### src/rtl/aqp_reset_req_gen.sv
// aqp_reset_req_gen: merges button, software-key and optional watchdog requests into a one-cycle reset_req strobe.
// Define AQP_WDT_EN to include the watchdog; without it wdt_enable/wdt_kick are ignored and reset_cause[2] stays 0.
module aqp_reset_req_gen #(
    parameter int DEBOUNCE_BITS = 18,
    parameter int WDT_BITS      = 24
) (
    input  logic       sysclk,
    input  logic       reset,
    input  logic       button_n,
    input  logic       ebus_reset_n,
    input  logic       sw_wr,
    input  logic [7:0] sw_data,
    input  logic       wdt_enable,
    input  logic       wdt_kick,
    input  logic       cause_clr,
    output logic       reset_req,
    output logic [2:0] reset_cause
);
    typedef enum logic {KEY_IDLE, KEY_ARMED} key_state_t;

    // Synchronisers, debounced state and cause survive reset, so they only carry power-up values.
    logic btn_s1_q = 1'b1;
    logic btn_s2_q = 1'b1;
    logic ebus_s1_q = 1'b1;
    logic ebus_s2_q = 1'b1;
    logic btn_db_q = 1'b1;
    logic btn_prev_q = 1'b1;
    logic [2:0] cause_q = 3'b000;
    logic [DEBOUNCE_BITS-1:0] db_cnt_q;
    key_state_t key_q;
    logic req_q;
    logic ev_btn, ev_sw, ev_wdt, accept;
    logic [2:0] ev_vec, cause_d;

    always_ff @(posedge sysclk) begin
        btn_s1_q   <= button_n;
        btn_s2_q   <= btn_s1_q;
        ebus_s1_q  <= ebus_reset_n;
        ebus_s2_q  <= ebus_s1_q;
        btn_prev_q <= btn_db_q;
        if (reset || btn_s2_q == btn_db_q) db_cnt_q <= '0;
        else if (&db_cnt_q) begin
            db_cnt_q <= '0;
            btn_db_q <= btn_s2_q;
        end else db_cnt_q <= db_cnt_q + DEBOUNCE_BITS'(1);
    end

    assign ev_btn = btn_prev_q & ~btn_db_q;

    // Any write other than the arm byte drops back to idle; the arm byte always (re)arms.
    always_ff @(posedge sysclk) begin
        if (reset) key_q <= KEY_IDLE;
        else if (sw_wr) key_q <= (sw_data == 8'hA5) ? KEY_ARMED : KEY_IDLE;
    end

    assign ev_sw = sw_wr && key_q == KEY_ARMED && sw_data == 8'h5A;

`ifdef AQP_WDT_EN
    logic [WDT_BITS-1:0] wdt_q;

    always_ff @(posedge sysclk) begin
        if (reset || !wdt_enable || wdt_kick) wdt_q <= '0;
        else wdt_q <= wdt_q + WDT_BITS'(1);
    end

    assign ev_wdt = wdt_enable & ~wdt_kick & (&wdt_q);
`else
    logic [WDT_BITS-1:0] unused_wdt;

    assign unused_wdt = {WDT_BITS{wdt_enable ^ wdt_kick}};
    assign ev_wdt     = 1'b0;
`endif

    assign ev_vec  = {ev_wdt, ev_sw, ev_btn};
    assign accept  = (|ev_vec) & ebus_s2_q & ~reset;
    assign cause_d = (cause_clr ? 3'b000 : cause_q) | (accept ? ev_vec : 3'b000);

    always_ff @(posedge sysclk) begin
        cause_q <= cause_d;
        req_q   <= accept;
    end

    assign reset_req   = req_q;
    assign reset_cause = cause_q;
endmodule

### config.mk
export PLATFORM = sky130hd
export DESIGN_NAME = aqp_reset_req_gen
export DESIGN_NICKNAME = d
export VERILOG_FILES = /design/src/rtl/aqp_reset_req_gen.sv
export SDC_FILE = /design/constraint.sdc
export NUM_CORES = 1
export LEC_CHECK = 0
export ABC_AREA = 1
export CORE_MARGIN = 4
export CORE_UTILIZATION = 50
export CTS_CLUSTER_SIZE = 16
export DETAILED_ROUTE_END_ITERATION = 6
export HOLD_SLACK_MARGIN = 0.1
export PLACE_DENSITY = 0.75
export SETUP_SLACK_MARGIN = 0.1
export SYNTH_ARGS = -nofsm -noshare
export SYNTH_HDL_FRONTEND = slang
export SYNTH_SLANG_ARGS = --single-unit
### constraint.sdc
create_clock -name sysclk -period 1.7 [get_ports sysclk]
set_clock_uncertainty 0.05 [all_clocks]
set_input_delay 0.34 -clock sysclk [delete_from_list [all_inputs] [get_ports sysclk]]
set_output_delay 0.34 -clock sysclk [all_outputs]
set_load 0.1 [all_outputs]
==> flow_summary.yaml, run 1 <==
critical_path:
  cp_cell_sequence: "ha_1 > nand3_4 > nor2_2 > nand2_2 > or2_0 > a21oi_2"
  cp_num_cells: 6
  path_buf_inv: 0
  cp_top_family: "simple AND/OR/NAND/NOR gates"
  slowest_stage: "dfxtp_2"
  worst-r2r-cell-count: 6
  cp.required_ns: 1.92
  crit_type: "flop to flop"
  cp-end-kind: "flop"
  arrival_ns: 1.69
  slowest_delay_ns: 0.39
  cp_max_fo: 6
  critPathLaunchType: "flop"
synth:
  synth_edf_count: 1
  yosysWarnings: 0
  synth_seq_cells: 28
  async_flop_share: 0
  seq_area_frac_synth: 0.4343
  syn-num-nets: 183
  synth_top_area_share: 0.4114
  synth.avg_cell_area_um2: 7.914
  synth.most_common_cell: "nand2_1"
  yosysTopAreaCell: "dfxtp_1"
  netlist_area_um2: 1314
  ys_top_cells_by_count: "nand2_1 (35), dfxtp_1 (27), inv_1 (22)"
  netlist_top_cells_area: "dfxtp_1 (41%), nand2_1 (10%), inv_1 (6.3%)"
  ys.flop_type: "dfxtp_1"
  synth.distinct_cells: 29
  synthCells: 166
global_route:
  antenna_found_initial: 0
  grt_first_pass_wirelength_um: 4609
  grt.total_usage: 0.1733
  grt-ovfl-total: 0
  grt_pass1_vias: 1130
  grt_start_max_net_pins: 19
placed_design:
  place_congestion: 0.7985
  hpwl_um: 2051
  io_buffers: 16
  place_inst: 212
pwr:
  leakagePower_uw: 0.0005936
  vdd_drop_max_mv: 0.5320
  power.switching_uw: 240.7
  clkPwrFrac: 0.293
  swShare: 0.2224
  p_int_uw: 841.6
  power.share.sequential: 0.624
  comb_power_share: 0.083
  power_density_nw_per_um2: 687.1
  power.total_uw: 1082
clocking:
  root_buffer: "clkbuf_4"
  clk_path_buf_depth: 2
  clkSinkCount: 28
  clk_latency_ns: 0.32
  htree_levels: 1
  clk_pin_slew_ns: 0.14
  cts_tree: "yes"
  post_cts_buffers: 0
  cts_made_buffers: 3
min_path:
  hold_depth: 0
  hold_class: "flop to flop"
finish:
  fillers: 224
  fin_cells: 216
  drive_above_1_share: 0.1667
  nets: 204
  antenna_cells: 0
  area_growth_pct: 19.90
timing:
  fmax_mhz: 680.6
  rsz0062_at_grt: "false"
  period_needed_ns: 1.469
  slew_viol_final: 0
  final.setup.tns_ns: 0
  fin_crit_sh: 0.8643
  hold_viol_final: 0
  setup_viol: 0
die:
  die-area_um2: 3512
  core_um2: 2500
  die_h_um: 59.26
  rows: 18
  fp.dieW_um: 59.26
  io_pins: 20
  initial_core_util: 0.5255
drt:
  vias: 1091
  drt_first_pass_iters: 4
  routed_wl_um: 2573
  ant_nets: 0
  drc_errors: 0
  drt_iter0_drc: 28
  viasPerCell: 5.051
  avgRoutedWirePerCell_um: 11.91
run:
  max_cap_viol_count: 0
run_status:
  outcome: "finished clean"
power groups by stage:
stage | combinational [µW] | clock, µW | sequential [µW]
after CTS | 88.3 | 329 | 676
after floorplan | 41.7 | 0 | 696
after detailed placement | 88.1 | 0 | 690
after global placement | 83.5 | 0 | 689
after global routing | 96.5 | 355 | 677
final | 89.4 | 317 | 676
timing repair:
action | 4_1_cts | 5_1_grt
setup endpoints to repair | 0 | 18
gates resized for setup | 0 | 2
hold buffers | 0 | 0
routing by layer:
metal	vias to the layer above	track usage	routed length, µm	share of wire
met3	7	0.02614	78	0.030
li1	563	-	-	-
met4	0	0.07767	61	0.024
met1	502	0.1911	1043	0.41
met5	-	0	0	0
met2	19	0.3214	1389	0.54
cell usage in the layout (no fill, tap or decap), types with 2 or more instances in the layout:
cell type,instances
a21oi_1,6
buf_12,3
buf_4,2
clkbuf_4,3
clkdlybuf4s50_1,13
dfxtp_1,26
inv_1,22
nand2_1,35
nand2_2,3
nand3_1,4
nand3b_1,3
nand4_1,7
nor2_1,16
nor2_2,12
nor2_4,2
nor3_1,2
nor4_1,2
o21ai_0,3
xnor2_1,5
xor2_1,4
worst register-to-register path, delay by kind of cell (launching register included):
family | cells | cell delay, ns
flip-flops | 1 | 0.39
AO/OA/AOI/OAI | 1 | 0.11
adder cells (fa/ha/maj) | 1 | 0.24
AND/OR/NAND/NOR | 4 | 0.63
flip-flops by register name, summed over array words and instances (netlist names):
signal	flops
ebus_s1_q	1
reset_cause	2
reset_req	1
ebus_s2_q	1
btn_db_q	1
key_q	1
btn_s1_q	1
btn_prev_q	1
btn_s2_q	1
db_cnt_q	18
cells by family after synthesis:
group | count (synthesis) | synth area share
simple gates | 92 | 0.3629
compound gates | 11 | 0.04667
fa+ha+maj | 1 | 0.009522
other cells | 1 | 0.002854
flops | 28 | 0.4343
buf+inv | 24 | 0.08381
xor+xnor | 9 | 0.06000
worst paths after layout:
kind / start / end / slack (ns)
min: ebus_s1_q$_DFF_P_ / ebus_s2_q$_DFF_P_ / 0.29
max: db_cnt_q[0]$_SDFF_PP0_ / db_cnt_q[10]$_SDFF_PP0_ / 0.23
min reg2reg: ebus_s1_q$_DFF_P_ / ebus_s2_q$_DFF_P_ / 0.29
max reg2reg: db_cnt_q[0]$_SDFF_PP0_ / db_cnt_q[10]$_SDFF_PP0_ / 0.23
metrics by stage:
stage	worst slack (ns)	utilization	hold slack, ns	instance area, µm²
floorplan	0.2876	-	0.2596	1314
CTS	0.1195	0.6261	0.2960	1565
finish	0.2308	0.6301	0.2940	1575
global placement	0.09281	0.6116	0.2659	1529
detailed placement	0.03505	0.6116	0.2646	1529
global route	0.1039	0.6301	0.3013	1575
area by class of cell:
cell class | count | area [µm²] | area share
multi-input cells | 114 | 641.9 | 0.4075
inverters | 22 | 82.58 | 0.05242
clock buffers | 4 | 36.28 | 0.02303
well taps | 30 | 37.54 | 0.02383
flip-flops and latches | 28 | 571.8 | 0.3630
repair buffers | 18 | 205.2 | 0.1303
Note: power is estimated with default switching activity, not from simulation.
==> run 2, diff against run 1 <==
--- a/config.mk
+++ b/config.mk
@@ -11,8 +11,10 @@
 export CTS_CLUSTER_SIZE = 16
 export DETAILED_ROUTE_END_ITERATION = 6
 export HOLD_SLACK_MARGIN = 0.1
+export MAX_ROUTING_LAYER = met4
 export PLACE_DENSITY = 0.75
 export SETUP_SLACK_MARGIN = 0.1
+export SLEW_MARGIN = 20
 export SYNTH_ARGS = -nofsm -noshare
 export SYNTH_HDL_FRONTEND = slang
 export SYNTH_SLANG_ARGS = --single-unit
==> run 2 against run 1 <==
Compared with the run above:
- sequential share of layout area unchanged
- sequential power hardly changed
- fmax decreased by 0.47%
- critical path type unchanged
==> flow_summary.yaml, run 2 (synthesized netlist as in run 1, its figures left out) <==
run_status:
  outcome: "finished clean"
finish:
  top_register: "db_cnt_q"
  mostFrequentLayoutCell: "nand2_1"
  mostFrequentLayoutCells: "nand2_1 (35), dfxtp_1 (26), inv_1 (22), nor2_1 (16), clkdlybuf4s50_1 (13)"
  multiInputGateArea_um2: 641.9
  seqCellArea_um2: 571.8
  nets: 204
  antenna_cells: 0
  fillers: 224
  area_growth_pct: 19.90
  drive_above_1_share: 0.1667
  largest_reg_flops: 18
drt:
  vias: 1085
  routed_wl_um: 2595
  avgRoutedWirePerCell_um: 12.01
  drt_first_pass_iters: 4
  ant_nets: 0
  drt_iter0_drc: 20
  viasPerCell: 5.023
  drc_errors: 0
clocking:
  clk_pin_slew_ns: 0.14
  cts_hold_buffers: 0
  clk_latency_ns: 0.32
  clk_path_buf_depth: 2
  cts_made_buffers: 3
  cts_tree: "yes"
  htree_levels: 1
  clkSinkCount: 28
  post_cts_buffers: 0
  root_buffer: "clkbuf_4"
timing:
  fin_crit_sh: 0.8684
  rsz0062_at_grt: "false"
  setup_viol: 0
  fmax_mhz: 677.4
  period_needed_ns: 1.476
  slew_viol_final: 0
  hold_viol_final: 0
  timing.hold.ws_ns: 0.2944
  final.setup.tns_ns: 0
global_route:
  grt-ovfl-total: 0
  antenna_found_initial: 0
  met1_usage: 0.1911
  met2_usage: 0.3214
  grt.total_usage: 0.1784
  grt_first_pass_wirelength_um: 4609
  grt_start_max_net_pins: 19
  met3_usage: 0.02614
  grt_pass1_vias: 1131
  top_usage_layer: "met2"
placed_design:
  io_buffers: 16
  hpwl_um: 2051
  place_congestion: 0.8100
die:
  io_pins: 20
  initial_core_util: 0.5255
  core_um2: 2500
  die_h_um: 59.26
  rows: 18
  fp.dieW_um: 59.26
  die-area_um2: 3512
critical_path:
  critPathLaunchType: "flop"
  cp.required_ns: 1.92
  arrival_ns: 1.70
  crit_type: "flop to flop"
  cp-end-kind: "flop"
  cp_max_fo: 6
pwr:
  swShare: 0.2226
  clkPwrFrac: 0.293
  comb_power_share: 0.083
  p_int_uw: 841.6
  power.switching_uw: 241.0
  vdd_drop_max_mv: 0.5352
  power.share.sequential: 0.624
  leakagePower_uw: 0.0005936
  power_density_nw_per_um2: 687.3
run:
  max_cap_viol_count: 0
min_path:
  hold_class: "flop to flop"
[run 2: path summary, 6_finish.rpt]
kind                                from                      end  slack (ns)  cells past startpoint
setup / recovery  db_cnt_q[0]$_SDFF_PP0_  db_cnt_q[10]$_SDFF_PP0_        0.22                      6
hold reg to reg        ebus_s1_q$_DFF_P_        ebus_s2_q$_DFF_P_        0.29                      0
hold / removal         ebus_s1_q$_DFF_P_        ebus_s2_q$_DFF_P_        0.29                      0
setup reg to reg  db_cnt_q[0]$_SDFF_PP0_  db_cnt_q[10]$_SDFF_PP0_        0.22                      6
[run 2: metal layers]
layer / share of wire / up-vias / wire length (µm)
met5: 0 / - / 0
met4: 0.024 / 0 / 63
met3: 0.029 / 7 / 76
met2: 0.54 / 17 / 1392
met1: 0.41 / 498 / 1063
li1: - / 563 / -
[run 2: through the flow]
stage            util  instance area (µm²)  setup slack [ns]  std cells  power [µW]
6_report       0.6301                 1575            0.2238        216        1083
5_1_grt        0.6301                 1575            0.1039        216        1129
4_1_cts        0.6261                 1565            0.1195        216        1093
3_5_place_dp   0.6116                 1529           0.03505        212       778.1
3_3_place_gp   0.6116                 1529           0.09281        212       772.9
2_1_floorplan       -                 1314            0.2876        166       738.1
[run 2: final cells by class]
class	instances	share of cell area
Sequential cell	28	0.3630
Tap cell	30	0.02383
Multi-Input combinational cell	114	0.4075
Timing Repair Buffer	18	0.1303
Inverter	22	0.05242
Clock buffer	4	0.02303
[run 2: worst max-delay path: stages (launching register included)]
cell     delay (ns)
dfxtp_2        0.39
ha_1           0.24
nand3_4        0.13
nor2_2         0.16
nand2_2        0.12
or2_0          0.23
a21oi_2        0.11
[run 2: timing repair]
item,4_1_cts,5_1_grt
endpoints found under the hold margin,0,0
endpoints found under the setup margin,0,18
resized for setup,0,2
[run 2: power by group through the flow]
stage | sequential [µW] | clock, µW | combinational, µW
after floorplan | 696 | 0 | 41.7
after global placement | 689 | 0 | 83.5
after detailed placement | 690 | 0 | 88.1
after CTS | 676 | 329 | 88.3
after global routing | 677 | 355 | 96.5
final | 676 | 317 | 89.6
